$ cat src/rtl/alu_pkg.sv
// rtl/alu_pkg.sv - ALU op codes, ONZC flag indices and arbiter state type
package alu_pkg;

   localparam logic [3:0] OP_ADD  = 4'b0000;
   localparam logic [3:0] OP_SUB  = 4'b0001;
   localparam logic [3:0] OP_AND  = 4'b0010;
   localparam logic [3:0] OP_OR   = 4'b0011;
   localparam logic [3:0] OP_XOR  = 4'b0100;
   localparam logic [3:0] OP_SLT  = 4'b0101;
   localparam logic [3:0] OP_SLL  = 4'b0110;
   localparam logic [3:0] OP_SLTU = 4'b0111;
   localparam logic [3:0] OP_SRL  = 4'b1000;
   localparam logic [3:0] OP_SRA  = 4'b1001;

   localparam int FLAG_O = 3;
   localparam int FLAG_N = 2;
   localparam int FLAG_Z = 1;
   localparam int FLAG_C = 0;

   typedef enum logic [1:0] {
      IDLE = 2'd0,
      EXEC = 2'd1,
      RESP = 2'd2
   } arb_state_e;

   // Codes above SRA have no ALU meaning.
   function automatic logic is_illegal_op(input logic [3:0] ctrl);
      return ctrl > OP_SRA;
   endfunction

endpackage

$ cat src/rtl/rr_arbiter.sv
// rtl/rr_arbiter.sv - combinational round-robin grant starting at a pointer
module rr_arbiter #(
   parameter int NUM_REQ = 2,
   parameter int ID_BITS = $clog2(NUM_REQ)
) (
   input  logic [NUM_REQ-1:0] req,
   input  logic [ID_BITS-1:0] ptr,
   output logic [NUM_REQ-1:0] gnt,
   output logic [ID_BITS-1:0] gnt_idx,
   output logic               gnt_any
);

   // Scan from ptr upward with wrap; the first set request wins.
   always_comb begin
      int idx;
      gnt     = '0;
      gnt_idx = '0;
      gnt_any = 1'b0;
      idx     = 0;
      for (int i = 0; i < NUM_REQ; i++) begin
         idx = int'(ptr) + i;
         if (idx >= NUM_REQ) idx = idx - NUM_REQ;
         if (!gnt_any && req[idx]) begin
            gnt[idx] = 1'b1;
            gnt_idx  = ID_BITS'(idx);
            gnt_any  = 1'b1;
         end
      end
   end

endmodule

$ cat src/rtl/alu_arbiter.sv
// rtl/alu_arbiter.sv - round-robin sharing of one ALU; ALU_ILLEGAL_CHK_EN enables illegal-op bypass
module alu_arbiter
   import alu_pkg::*;
#(
   parameter int REG_BITS = 32,
   parameter int NUM_REQ  = 2,
   parameter int ID_BITS  = $clog2(NUM_REQ)
) (
   input  logic                         clk,
   input  logic                         rst,
   input  logic [NUM_REQ-1:0]           req_valid,
   output logic [NUM_REQ-1:0]           req_ready,
   input  logic [NUM_REQ*REG_BITS-1:0]  req_a,
   input  logic [NUM_REQ*REG_BITS-1:0]  req_b,
   input  logic [NUM_REQ*4-1:0]         req_ctrl,
   output logic [NUM_REQ-1:0]           rsp_valid,
   input  logic [NUM_REQ-1:0]           rsp_ready,
   output logic [REG_BITS-1:0]          rsp_c,
   output logic [3:0]                   rsp_onzc,
   output logic                         rsp_err,
   output logic [REG_BITS-1:0]          alu_a,
   output logic [REG_BITS-1:0]          alu_b,
   output logic [3:0]                   alu_ctrl,
   input  logic [REG_BITS-1:0]          alu_c,
   input  logic [3:0]                   alu_onzc
);

   arb_state_e          state_q, state_d;
   logic [ID_BITS-1:0]  ptr_q, ptr_d;
   logic [ID_BITS-1:0]  id_q, id_d;
   logic [REG_BITS-1:0] a_q, a_d;
   logic [REG_BITS-1:0] b_q, b_d;
   logic [3:0]          ctrl_q, ctrl_d;
   logic [REG_BITS-1:0] rsp_c_q, rsp_c_d;
   logic [3:0]          rsp_onzc_q, rsp_onzc_d;
   logic                rsp_err_q, rsp_err_d;

   logic [NUM_REQ-1:0]  gnt;
   logic [ID_BITS-1:0]  gnt_idx;
   logic                gnt_any;
   logic [REG_BITS-1:0] sel_a, sel_b;
   logic [3:0]          sel_ctrl;

   rr_arbiter #(
      .NUM_REQ (NUM_REQ),
      .ID_BITS (ID_BITS)
   ) u_rr (
      .req     (req_valid),
      .ptr     (ptr_q),
      .gnt     (gnt),
      .gnt_idx (gnt_idx),
      .gnt_any (gnt_any)
   );

   assign sel_a    = req_a[gnt_idx*REG_BITS +: REG_BITS];
   assign sel_b    = req_b[gnt_idx*REG_BITS +: REG_BITS];
   assign sel_ctrl = req_ctrl[gnt_idx*4 +: 4];

   assign req_ready = (state_q == IDLE) ? gnt : '0;
   assign rsp_valid = (state_q == RESP) ? (NUM_REQ'(1) << id_q) : '0;
   assign rsp_c     = rsp_c_q;
   assign rsp_onzc  = rsp_onzc_q;
   assign alu_a     = a_q;
   assign alu_b     = b_q;
   assign alu_ctrl  = ctrl_q;
`ifdef ALU_ILLEGAL_CHK_EN
   assign rsp_err   = rsp_err_q;
`else
   assign rsp_err   = 1'b0;
`endif

   // Next-state: accept in IDLE, capture ALU result in EXEC, hold response in RESP.
   always_comb begin
      state_d    = state_q;
      ptr_d      = ptr_q;
      id_d       = id_q;
      a_d        = a_q;
      b_d        = b_q;
      ctrl_d     = ctrl_q;
      rsp_c_d    = rsp_c_q;
      rsp_onzc_d = rsp_onzc_q;
      rsp_err_d  = rsp_err_q;
      case (state_q)
         IDLE: begin
            if (gnt_any) begin
               id_d = gnt_idx;
               a_d  = sel_a;
               b_d  = sel_b;
`ifdef ALU_ILLEGAL_CHK_EN
               if (is_illegal_op(sel_ctrl)) begin
                  // Illegal ops never reach the ALU; answer immediately.
                  rsp_c_d    = '0;
                  rsp_onzc_d = 4'b0000;
                  rsp_err_d  = 1'b1;
                  state_d    = RESP;
               end else begin
                  ctrl_d    = sel_ctrl;
                  rsp_err_d = 1'b0;
                  state_d   = EXEC;
               end
`else
               ctrl_d    = sel_ctrl;
               rsp_err_d = 1'b0;
               state_d   = EXEC;
`endif
            end
         end
         EXEC: begin
            rsp_c_d    = alu_c;
            rsp_onzc_d = alu_onzc;
            state_d    = RESP;
         end
         RESP: begin
            if (rsp_ready[id_q]) begin
               state_d = IDLE;
               ptr_d   = (id_q == ID_BITS'(NUM_REQ - 1)) ? '0 : id_q + ID_BITS'(1);
            end
         end
         default: state_d = IDLE;
      endcase
   end

   // State and datapath registers with synchronous reset.
   always_ff @(posedge clk) begin
      if (rst) begin
         state_q    <= IDLE;
         ptr_q      <= '0;
         id_q       <= '0;
         a_q        <= '0;
         b_q        <= '0;
         ctrl_q     <= 4'b0000;
         rsp_c_q    <= '0;
         rsp_onzc_q <= 4'b0000;
         rsp_err_q  <= 1'b0;
      end else begin
         state_q    <= state_d;
         ptr_q      <= ptr_d;
         id_q       <= id_d;
         a_q        <= a_d;
         b_q        <= b_d;
         ctrl_q     <= ctrl_d;
         rsp_c_q    <= rsp_c_d;
         rsp_onzc_q <= rsp_onzc_d;
         rsp_err_q  <= rsp_err_d;
      end
   end

endmodule
$ cat config.mk
export PLATFORM = sky130hd
export DESIGN_NAME = alu_arbiter
export DESIGN_NICKNAME = d
export VERILOG_FILES = /design/src/rtl/alu_pkg.sv /design/src/rtl/rr_arbiter.sv /design/src/rtl/alu_arbiter.sv
export SDC_FILE = /design/constraint.sdc
export NUM_CORES = 1
export LEC_CHECK = 0
export CORE_MARGIN = 2
export CORE_UTILIZATION = 36
export CTS_CLUSTER_SIZE = 12
export DETAILED_ROUTE_END_ITERATION = 10
export PLACE_DENSITY_LB_ADDON = 0.05
export SLEW_MARGIN = 40
export SYNTH_ARGS = -nofsm -noshare
export SYNTH_HDL_FRONTEND = slang
export SYNTH_HIERARCHICAL = 1
export SYNTH_SLANG_ARGS = --single-unit
export TNS_END_PERCENT = 50
$ cat constraint.sdc
create_clock -name clk -period 2 [get_ports clk]
set_clock_uncertainty 0.05 [all_clocks]
set_input_delay 0.5 -clock clk [delete_from_list [all_inputs] [get_ports clk]]
set_output_delay 0.5 -clock clk [all_outputs]
set_load 0.02 [all_outputs]
==> results of run 1 <==
-- power by group through the flow --
stage / Sequential (W) / Clock [W] / Combinational [W]
6_report: 0.00245 / 0.00205 / 0.00154
5_1_grt: 0.00247 / 0.00219 / 0.00164
4_1_cts: 0.00245 / 0.00210 / 0.00156
3_5_place_dp: 0.00249 / 0 / 0.00156
3_3_place_gp: 0.00249 / 0 / 0.00154
2_1_floorplan: 0.00272 / 0 / 0.000430
-- critical path, delay by kind of cell (launching register included) --
| kind | cells | cell delay (ps) |
|---|---|---|
| simple gates | 2 | 370 |
| buf+inv | 1 | 320 |
| flops | 1 | 330 |
-- final cells by class --
type / instances / area [µm²]
clock buffers: 10 / 239
clock inverters: 6 / 111
fillers: 936 / 3820
inverters: 3 / 11.3
multi-input cells: 267 / 1920
flip-flops and latches: 108 / 2160
well taps: 143 / 179
repair buffers: 301 / 3020
-- cells in the final DEF (no fill, tap or decap), drive strengths merged --
cell type	Yosys	final
conb	1	1
dlygate4sd2	0	2
clkinvlp	0	1
nor2b	3	3
clkdlybuf4s15	0	1
clkbuf	13	11
inv	3	3
a21boi	3	3
clkinv	0	2
o2bb2ai	68	68
or2	1	1
buf	23	18
and3	1	1
nand2	72	72
nor3b	3	3
and2	1	1
nand2b	2	2
a21oi	38	38
dfxtp	108	108
nor2	3	3
a2111oi	1	1
mux2i	70	70
bufinv	0	3
clkdlybuf4s50	0	279
-- stage by stage --
stage / total power [W] / hold WS [ps] / setup TNS, ps / area (µm²) / instances
after global routing: 0.00630 / 424 / 0 / 7650 / 838
final: 0.00604 / 405 / 0 / 7650 / 838
after detailed placement: 0.00405 / 395 / -12530 / 7300 / 822
after floorplan: 0.00316 / 418 / 0 / 4240 / 414
after global placement: 0.00403 / 390 / -10290 / 7300 / 822
after CTS: 0.00611 / 409 / 0 / 7650 / 838
-- state kept, by name, indices dropped and copies added, names as in the netlist --
signal and cells:
alu_ctrl 4, alu_a 32, state_q 2, rsp_c 32, id_q 1, ptr_q 1, alu_b 32, rsp_onzc 4
-- layer usage --
| metal | GRT usage [%] | routed length, µm | vias up |
|---|---|---|---|
| met5 | 0 | 0 | - |
| met4 | 9.02 | 369 | 0 |
| met3 | 7.29 | 1190 | 25 |
| met2 | 38.3 | 7110 | 169 |
| met1 | 22.3 | 5180 | 1926 |
| li1 | - | - | 2029 |
-- path summary, 6_finish.rpt --
path / start / end / cells past startpoint
worst max-delay path: state_q[1] / rsp_valid[1] / 3
worst min-delay path: rsp_onzc[0] / rsp_onzc[0] / 2
worst max register to register: ptr_q / alu_b[0] / 6
worst min register to register: rsp_onzc[0] / rsp_onzc[0] / 2
-- timing repair --
item                                    CTS  global route
endpoints found under the setup margin    4             2
hold buffers                              0             0
setup buffers                             0             0
gates resized for setup                  19             3
-- cells by family (layout without fill, tap and decap cells) --
logic type             after synthesis  after routing  synth area share (%)
other                                1              1                0.0884
AOI/OAI and AO/OA                  110            110                  19.3
muxes                               70             70                  16.5
and+or+nand+nor                     86             86                  8.67
DFF                                108            108                  50.9
buffers and inverters               39            320                  4.54
==> impl_metrics.py, run 1 <==
metrics = {
    "global_route": {
        "grt_max_degree": 45,
        "grt_pass1_wl_um": 21200,
        "antenna_found_initial": 0,
        "overflow": 0,
        "grt_usage_pct": 21.2,
        "grt_pass1_vias": 4190,
    },
    "sta": {
        "hold_viol": 0,
        "finalCriticalPeriod_ps": 1910,
        "finalCritPeriodShare_pct": 95.4,
        "grt_setup_unrepaired": "no",
        "slew_viol_final": 0,
        "fmax_mhz": 524,
        "postLayoutSetupSlackWorst_ps": 91.2,
        "setup-violations-final": 0,
    },
    "final_layout": {
        "syn_to_final_growth_pct": 80.2,
        "fin_util_pct": 66.7,
        "drive_gt1_share_pct": 6.19,
        "nNetsFinal": 868,
        "antenna_cells": 0,
    },
    "place": {
        "pre_cts_ws_ps": -559,
        "gp_congestion": 0.768,
        "io_buffers": 285,
        "dp_hpwl_um": 10600,
    },
    "critical_path": {
        "path_cells": "nor2b_2 > and2_1 > clkdlybuf4s15_1",
        "startpoint_type": "flip-flop",
        "worst-setup-path-type": "reg2out",
        "cp_slowest_cell": "dfxtp_1",
        "cp_slowest_stage_delay_ps": 330,
        "arrival_ps": 1360,
        "reg2reg_slack_ps": 290,
        "cp_max_fo": 5,
        "cp.required_ps": 1450,
        "crit_path_end_kind": "primary output",
    },
    "power": {
        "clockPowerShare_pct": 33.9,
        "powerDensity_nw_per_um2": 790,
        "combPwrFrac_pct": 25.5,
        "p_int_w": 0.00445,
        "ir_worst_vdd_mv": 0.515,
        "p_switching_w": 0.00159,
        "p_seq_share_pct": 40.5,
        "p_leak_nw": 2.80,
        "swShare_pct": 26.4,
    },
    "floorplan": {
        "die_w_um": 113,
        "dieArea_um2": 12700,
        "start_util_pct": 37.0,
        "core_area_um2": 11500,
        "rows": 39,
        "io_pins": 287,
        "die_h_um": 113,
    },
    "drt": {
        "drc_errors": 0,
        "viasPerCell": 4.95,
        "ant_nets": 0,
        "drtIter0Drc": 158,
        "wl_um": 13900,
        "dr.pass1.iters": 4,
        "wl_per_cell_um": 16.5,
        "num_vias": 4149,
    },
    "run_status": {
        "status": "complete, no violations",
    },
    "cts": {
        "clock-sinks": 108,
        "insertion_delay_ps": 350,
        "cts_tree": "yes",
        "cts_buffer_depth": 2,
        "cts_buffers": 9,
        "cts_max_level": 3,
        "root_buffer": "clkbuf_16",
        "clkSlewWorstSetupHoldPaths_ps": 70,
    },
    "yosys": {
        "netlist_instances": 414,
        "yosysWarnings": 6,
        "avgSynthCellArea_um2": 10.3,
        "synth_top_area_share_pct": 50.9,
        "synth_ff_type": "dfxtp_1",
        "synthArstFlopShare_pct": 0,
        "syn-num-nets": 592,
        "synth_area_leaders": "dfxtp_1, mux2i_1, o2bb2ai_1, nand2_1, a21oi_1",
        "synth-edff-count": 0,
        "synth-seq-cells": 108,
        "syn_area_um2": 4240,
        "synthTopCellsByCount": "dfxtp_1, nand2_1, mux2i_1",
        "synth_most_common_cell": "dfxtp_1",
        "yosysSeqAreaShare_pct": 50.9,
        "yosysTopAreaCell": "dfxtp_1",
        "ys_types": 22,
    },
    "run": {
        "maxCapViolCount": 0,
    },
    "hold_path": {
        "hold_class": "reg2reg",
    },
}
No activity file was read; power rests on OpenSTA's default activity.
==> run 2: changes to the inputs <==
--- a/config.mk
+++ b/config.mk
@@ -5,10 +5,10 @@
 export SDC_FILE = /design/constraint.sdc
 export NUM_CORES = 1
 export LEC_CHECK = 0
-export CORE_MARGIN = 2
-export CORE_UTILIZATION = 36
+export CORE_AREA = 2 2 112 114
 export CTS_CLUSTER_SIZE = 12
 export DETAILED_ROUTE_END_ITERATION = 10
+export DIE_AREA = 0 0 114 116
 export PLACE_DENSITY_LB_ADDON = 0.05
 export SLEW_MARGIN = 40
 export SYNTH_ARGS = -nofsm -noshare
==> constraint.sdc (replaced) <==
create_clock -name clk -period 2.25 [get_ports clk]
set_clock_uncertainty 0.05 [all_clocks]
set_input_delay 0.5625 -clock clk [delete_from_list [all_inputs] [get_ports clk]]
set_output_delay 0.5625 -clock clk [all_outputs]
set_load 0.02 [all_outputs]
==> run 2 against run 1 <==
Clock power is 22% lower; clock-buffer cell count is 1 higher; worst setup slack better by 64 ps; critical path type unchanged; highest routed layer unchanged.
==> impl_metrics.py, run 2 (synthesized netlist as in run 1, its figures left out) <==
metrics = {
    "sta": {
        "finalCriticalPeriod_ps": 2090,
        "postLayoutSetupSlackWorst_ps": 156,
        "setup-violations-final": 0,
        "grt_setup_unrepaired": "no",
        "slew_viol_final": 0,
        "fmax_mhz": 477,
        "finalCritPeriodShare_pct": 93.1,
        "holdWs_ps": 405,
        "hold_viol": 0,
    },
    "critical_path": {
        "crit_start": "state_q[1]",
        "endpoint": "rsp_valid[0]",
        "startpoint_type": "flip-flop",
        "cp_slowest_cell": "dlygate4sd2_1",
        "path_cells": "nor2b_1 > nor2b_1 > dlygate4sd2_1",
        "timing.rr.end": "alu_b[30]",
        "worst-setup-path-type": "reg2out",
        "worstReg2RegStart": "ptr_q",
        "rr_worst_depth": 6,
        "cp_max_fo": 5,
        "cp.required_ps": 1640,
        "crit_path_end_kind": "primary output",
        "path_depth": 3,
        "cp_top_family": "simple AND/OR/NAND/NOR gates",
        "cp_slowest_stage_delay_ps": 360,
        "crit_buf_inv": 1,
        "reg2reg_slack_ps": 680,
        "cpMostUsedCell": "nor2b_1",
        "arrival_ps": 1480,
    },
    "drt": {
        "wl_um": 14300,
        "drtIter0Drc": 166,
        "viasPerCell": 4.91,
        "wl_per_cell_um": 16.8,
        "num_vias": 4176,
        "dr.pass1.iters": 4,
        "ant_nets": 0,
        "drc_errors": 0,
    },
    "final_layout": {
        "fin_util_pct": 64.8,
        "drive_gt1_share_pct": 6.97,
        "final_cell_area_um2": 7710,
        "nNetsFinal": 876,
        "antenna_cells": 0,
        "layout_commonest_cell": "clkdlybuf4s50_1",
        "syn_to_final_growth_pct": 81.8,
        "final_cell_mix": "clkdlybuf4s50_1, dfxtp_1, nand2_1",
    },
    "run_status": {
        "status": "complete, no violations",
    },
    "cts": {
        "root_buffer": "clkbuf_16",
        "cts_buffers": 9,
        "clkSlewWorstSetupHoldPaths_ps": 70,
        "insertion_delay_ps": 330,
        "cts_max_level": 3,
        "cts_tree": "yes",
        "cts_buffer_depth": 2,
        "clock-sinks": 108,
        "post_cts_buffers": 0,
    },
    "place": {
        "dp_hpwl_um": 11000,
        "io_buffers": 285,
        "pre_cts_ws_ps": -511,
        "gp_congestion": 0.783,
        "dpl-instance-area_um2": 7400,
    },
    "global_route": {
        "grt_pass1_vias": 4225,
        "grt_usage_pct": 20.8,
        "overflow": 0,
        "grt_pass1_wl_um": 21400,
        "grt_max_degree": 48,
        "antenna_found_initial": 0,
    },
    "floorplan": {
        "dieArea_um2": 13200,
        "core_area_um2": 11900,
        "io_pins": 287,
        "die_w_um": 114,
        "die_h_um": 116,
        "rows": 40,
        "start_util_pct": 35.6,
    },
    "hold_path": {
        "worstHoldStart": "rsp_c[30]",
        "hold_class": "reg2reg",
    },
    "power": {
        "ir_worst_vdd_mv": 0.359,
        "p_leak_nw": 2.85,
        "powerDensity_nw_per_um2": 671,
    },
    "run": {
        "maxCapViolCount": 0,
    },
}
run 2: how the worst min path moves through the flow:
stage | endpoint | slack (ps) | cells after the start
after detailed placement | alu_b[2] | 400 | 1
after floorplan | ptr_q | 420 | 2
after CTS | rsp_c[3] | 410 | 2
after global placement | rsp_onzc[0] | 390 | 2
final | rsp_c[30] | 410 | 2
after global routing | alu_a[1] | 430 | 1
run 2: routing by layer:
metal  wire length [µm]  global-route usage (%)
met5                  0                       0
met4                321                    8.62
met3               1290                    6.64
met2               7140                    37.5
met1               5550                    22.5
run 2: worst min-delay path, stage by stage (launching register included):
cell	delay [ps]
dfxtp_1	310
nand2_1	50
a21oi_1	50
run 2: per-stage QoR:
stage	instances	total power (W)	TNS (ps)
finish	850	0.00518	0
CTS	850	0.00523	-1.42
global route	850	0.00541	0
detailed placement	834	0.00363	-1110
floorplan	414	0.00280	0
global placement	834	0.00361	-869
run 2: what timing repair did:
item | 4_1_cts | 5_1_grt
endpoints found under the setup margin | 4 | 2
hold buffers | 0 | 0
gates resized for setup | 14 | 7
run 2: final cells by class:
| class | count | area, µm² |
|---|---|---|
| Fill cell | 985 | 4200 |
| Timing Repair Buffer | 309 | 3130 |
| Sequential cell | 108 | 2160 |
| Multi-Input combinational cell | 267 | 1920 |
| Clock buffer | 11 | 243 |
| Tap cell | 147 | 184 |
| Clock inverter | 5 | 60.1 |
| Inverter | 3 | 11.3 |
run 2: where the power goes:
| part | internal (W) | total, W | switching [W] | leakage, nW |
|---|---|---|---|---|
| sequential | 0.00209 | 0.00218 | 0.0000927 | 0.888 |
| combinational | 0.000770 | 0.00140 | 0.000633 | 1.82 |
| clock | 0.000899 | 0.00159 | 0.000696 | 0.146 |
| total | 0.00375 | 0.00518 | 0.00142 | 2.85 |
==> run 3: changes to the inputs <==
--- a/config.mk
+++ b/config.mk
@@ -6,7 +6,7 @@
 export NUM_CORES = 1
 export LEC_CHECK = 0
 export CORE_AREA = 2 2 112 114
-export CTS_CLUSTER_SIZE = 12
+export CTS_CLUSTER_SIZE = 30
 export DETAILED_ROUTE_END_ITERATION = 10
 export DIE_AREA = 0 0 114 116
 export PLACE_DENSITY_LB_ADDON = 0.05
==> results of run 3 <==
Final layout, timing and power as in run 2 (identical DEF).
==> RTL edit 1, RTL diff (config.mk and constraints of run 3) <==
`REG_BITS`: 32 -> 64.
--- a/src/rtl/alu_arbiter.sv
+++ b/src/rtl/alu_arbiter.sv
@@ -2,7 +2,7 @@
 module alu_arbiter
    import alu_pkg::*;
 #(
-   parameter int REG_BITS = 32,
+   parameter int REG_BITS = 64,
    parameter int NUM_REQ  = 2,
    parameter int ID_BITS  = $clog2(NUM_REQ)
 ) (
Interface: changed (6 resized); port bits go from 287 to 543. No check against the original RTL was run, so the function may have changed too.
==> RTL edit 1 against run 3 <==
  * The flow now stops in I/O pin placement (3_2_place_iop)
  * Synthesized area is 98% higher
==> RTL edit 1: results (changes against run 3) <==
distinct cell type count after synthesis 23 (+4.5%); top cells by count, synth 204 x dfxtp_1, 136 x nand2_1, 134 x mux2i_1; Synth async-reset ratio 0 (unchanged); top cells by area, synth dfxtp_1 49%, mux2i_1 16%, o2bb2ai_2 12%; run-stopping error [ERROR PPL-0024] Number of IO pins (543) exceeds maximum number of available positions (406). Increase the die perimeter from 460.00um to 738.48um.; Warnings, synthesis 6 (unchanged); result of the run did not finish; mean area per synthesized cell 11.0 µm² (+6.9%); post-synthesis instance total 767 (+85%); fraction of the yosys area taken by sequential cells 0.486 (-0.0234); net count of the mapped netlist 1105 (+87%); stage reached I/O pin placement (3_2_place_iop); #FFs+latches synth 204 (+89%)
-- RTL edit 1: cell count changes after synthesis, sizes merged --
cell     change
mux2i       +64
a21oi       +32
nand2       +64
dfxtp       +96
buf         +27
clkbuf       +6
o2bb2ai     +64
-- RTL edit 1: cells by family after synthesis --
logic type,Yosys count,synth area share
buffers and inverters,72,0.0471
AO/OA/AOI/OAI,206,0.234
AND/OR/NAND/NOR,150,0.0724
other,1,0.000446
multiplexers,134,0.160
flip-flops,204,0.486
==> RTL edit 2, RTL diff (settings of run 3) <==
Without the edit above. Encoding of `arb_state_e`: now one-hot (3 bits for 3 states).
--- a/src/rtl/alu_pkg.sv
+++ b/src/rtl/alu_pkg.sv
@@ -17,10 +17,10 @@
    localparam int FLAG_Z = 1;
    localparam int FLAG_C = 0;
 
-   typedef enum logic [1:0] {
-      IDLE = 2'd0,
-      EXEC = 2'd1,
-      RESP = 2'd2
+   typedef enum logic [2:0] {
+      IDLE = 3'b001,
+      EXEC = 3'b010,
+      RESP = 3'b100
    } arb_state_e;
 
    // Codes above SRA have no ALU meaning.
Function: no difference found for any inputs over 4 cycles, from zero or initial values and one cycle with rst high; so few cycles prove little.
==> RTL edit 2 against run 3 <==
  * Cell area is 9.5% higher
  * Clock power is 8% higher
  * Power is 14% higher
  * Combinational power is 36% higher
  * Worst setup slack worse by 0.045 ns
  * Sequential cell count is 1 higher
  * Wire length is 0.54% higher
  * Register-to-register slack worse by 0.05 ns
  * Synthesized area is 21% higher
  * Count of clock-buffer cells in the layout is 1 higher
  * Critical path type is now in2out
==> RTL edit 2: results (changes against run 3) <==
number of cells in the design after placement 868 (+4.1%); Worst Hold Margin 0.443 ns (+0.0381 ns); GR Util met2 0.407 (+0.0321); fraction of the yosys area taken by sequential cells 0.425 (-0.0843); Clock buffers and inverters, area share 0.0387 (-0.000581); detailed-route vias per instance 4.93 (+0.30%); maximum number of pins on one net before global-route repair 52 (+8.3%); distinct cell type count after synthesis 29 (+32%); First DRT Iteration DRCs 126 (-24%); count of cells along the worst register-to-register path 5 (-1); top cells by count, synth 109 x dfxtp_1, 106 x mux2i_1, 62 x a211oi_2; top cells by area, synth dfxtp_1 43%, mux2i_1 21%, a211oi_2 15%; number of flops mapped to enable cells by yosys 0 (unchanged); vias in the first global route 4460 (+5.6%); Worst Hold Path EP rsp_c[2]; multi-input logic cell count 302 (+13%); number of nets at the end of the flow 910 (+3.9%); beginning of the worst hold path rsp_c[2]; Critical path destination req_ready[0]; post-cts resize count 9 (-5); proportion of layout cells with a drive suffix above 1 0.229 (+0.160); Overall Global Routing Usage 0.211 (+0.00312); arrival time at the worst endpoint 1.53 ns (+0.05 ns); share of the synthesized area in compound gates (AO/OA/AOI/OAI) 0.171 (-0.0214); fraction of standard cell area in multi-input logic 0.309 (+0.0599); FF+latch count 109 (+0.93%); Seq/total area 0.259 (-0.0217); result of the run finished, final reports clean; net count of the mapped netlist 631 (+6.6%); start of the worst register-to-register path state_q[0]; library cell contributing the largest single delay on the critical path clkdlybuf4s50_1; detailed-route wire length 14400 µm (+0.54%); reg-to-reg setup timing slack 0.63 ns (-0.05 ns); wire length of the first global-routing pass 21900 µm (+2.4%); Worst Setup SP req_valid[0]; detail-routed net length per standard cell 16.3 µm (-3.3%); met3 usage 0.0659 (-0.000523); # fillers 920 (-6.6%); DP HPWL 11300 µm (+3.0%); multiplexer area fraction after synthesis 0.207 (+0.0416); non-clock inverter instance count of the final layout 2 (-1); total non-filler cell area in the finished layout 0.00845 mm² (+9.5%); largest fanout on the critical path 3 (-2); post-synthesis instance total 453 (+9.4%); reported leakage power 3.03 nW (+6.1%); non-clock buffer area fraction after layout 0.371 (-0.0350); clock buffer count 12 (+1); minimum clock period 2.14 ns (+0.0454 ns); # diodes 0 (unchanged); placer's final routability congestion estimate 0.736 (-6.0%); post-place setup slack -0.354 ns (+0.157 ns); xor/xnor share of the synthesized area 0 (unchanged); cell family contributing the most delay on the critical path buffers and inverters; maximum resistive drop on vdd 0.553 mV (+54%); capture instance of the worst register-to-register path alu_a[10]; crit-path max cell delay 0.49 ns (+0.13 ns); nonclk buf count 308 (-0.32%); CTS Buf Count 9 (unchanged); met1 demand-to-capacity share in global routing 0.211 (-0.0139); placed standard-cell area 0.00813 mm² (+9.9%)
-- RTL edit 2: changes by cell type after synthesis, sizes merged, moves of 10 or more --
cell | before | now
a211oi | 0 | 69
a21oi | 38 | 2
buf | 23 | 33
mux2i | 70 | 106
nand2 | 72 | 1
nor2 | 3 | 106
o2bb2ai | 68 | 0
-- RTL edit 2: worst register-to-register path: stages, from the launching register on --
cell and delay, ns:
dfxtp_1 0.39, buf_4 0.15, and4bb_4 0.39, buf_4 0.27, nor2_1 0.06, a211oi_1 0.21
-- RTL edit 2: where the power goes --
| part | internal (mW) | switching (mW) | total (mW) |
|---|---|---|---|
| logic | 0.996 | 0.909 | 1.91 |
| registers | 2.13 | 0.133 | 2.27 |
| clock network | 1.03 | 0.683 | 1.72 |
| total | 4.16 | 1.73 | 5.89 |
-- RTL edit 2: metal layers --
layer / part of all wire / up-vias
li1: - / 2153
met2: 0.53 / 170
met3: 0.088 / 20
met4: 0.020 / 0
met5: 0 / -
met1: 0.36 / 2013
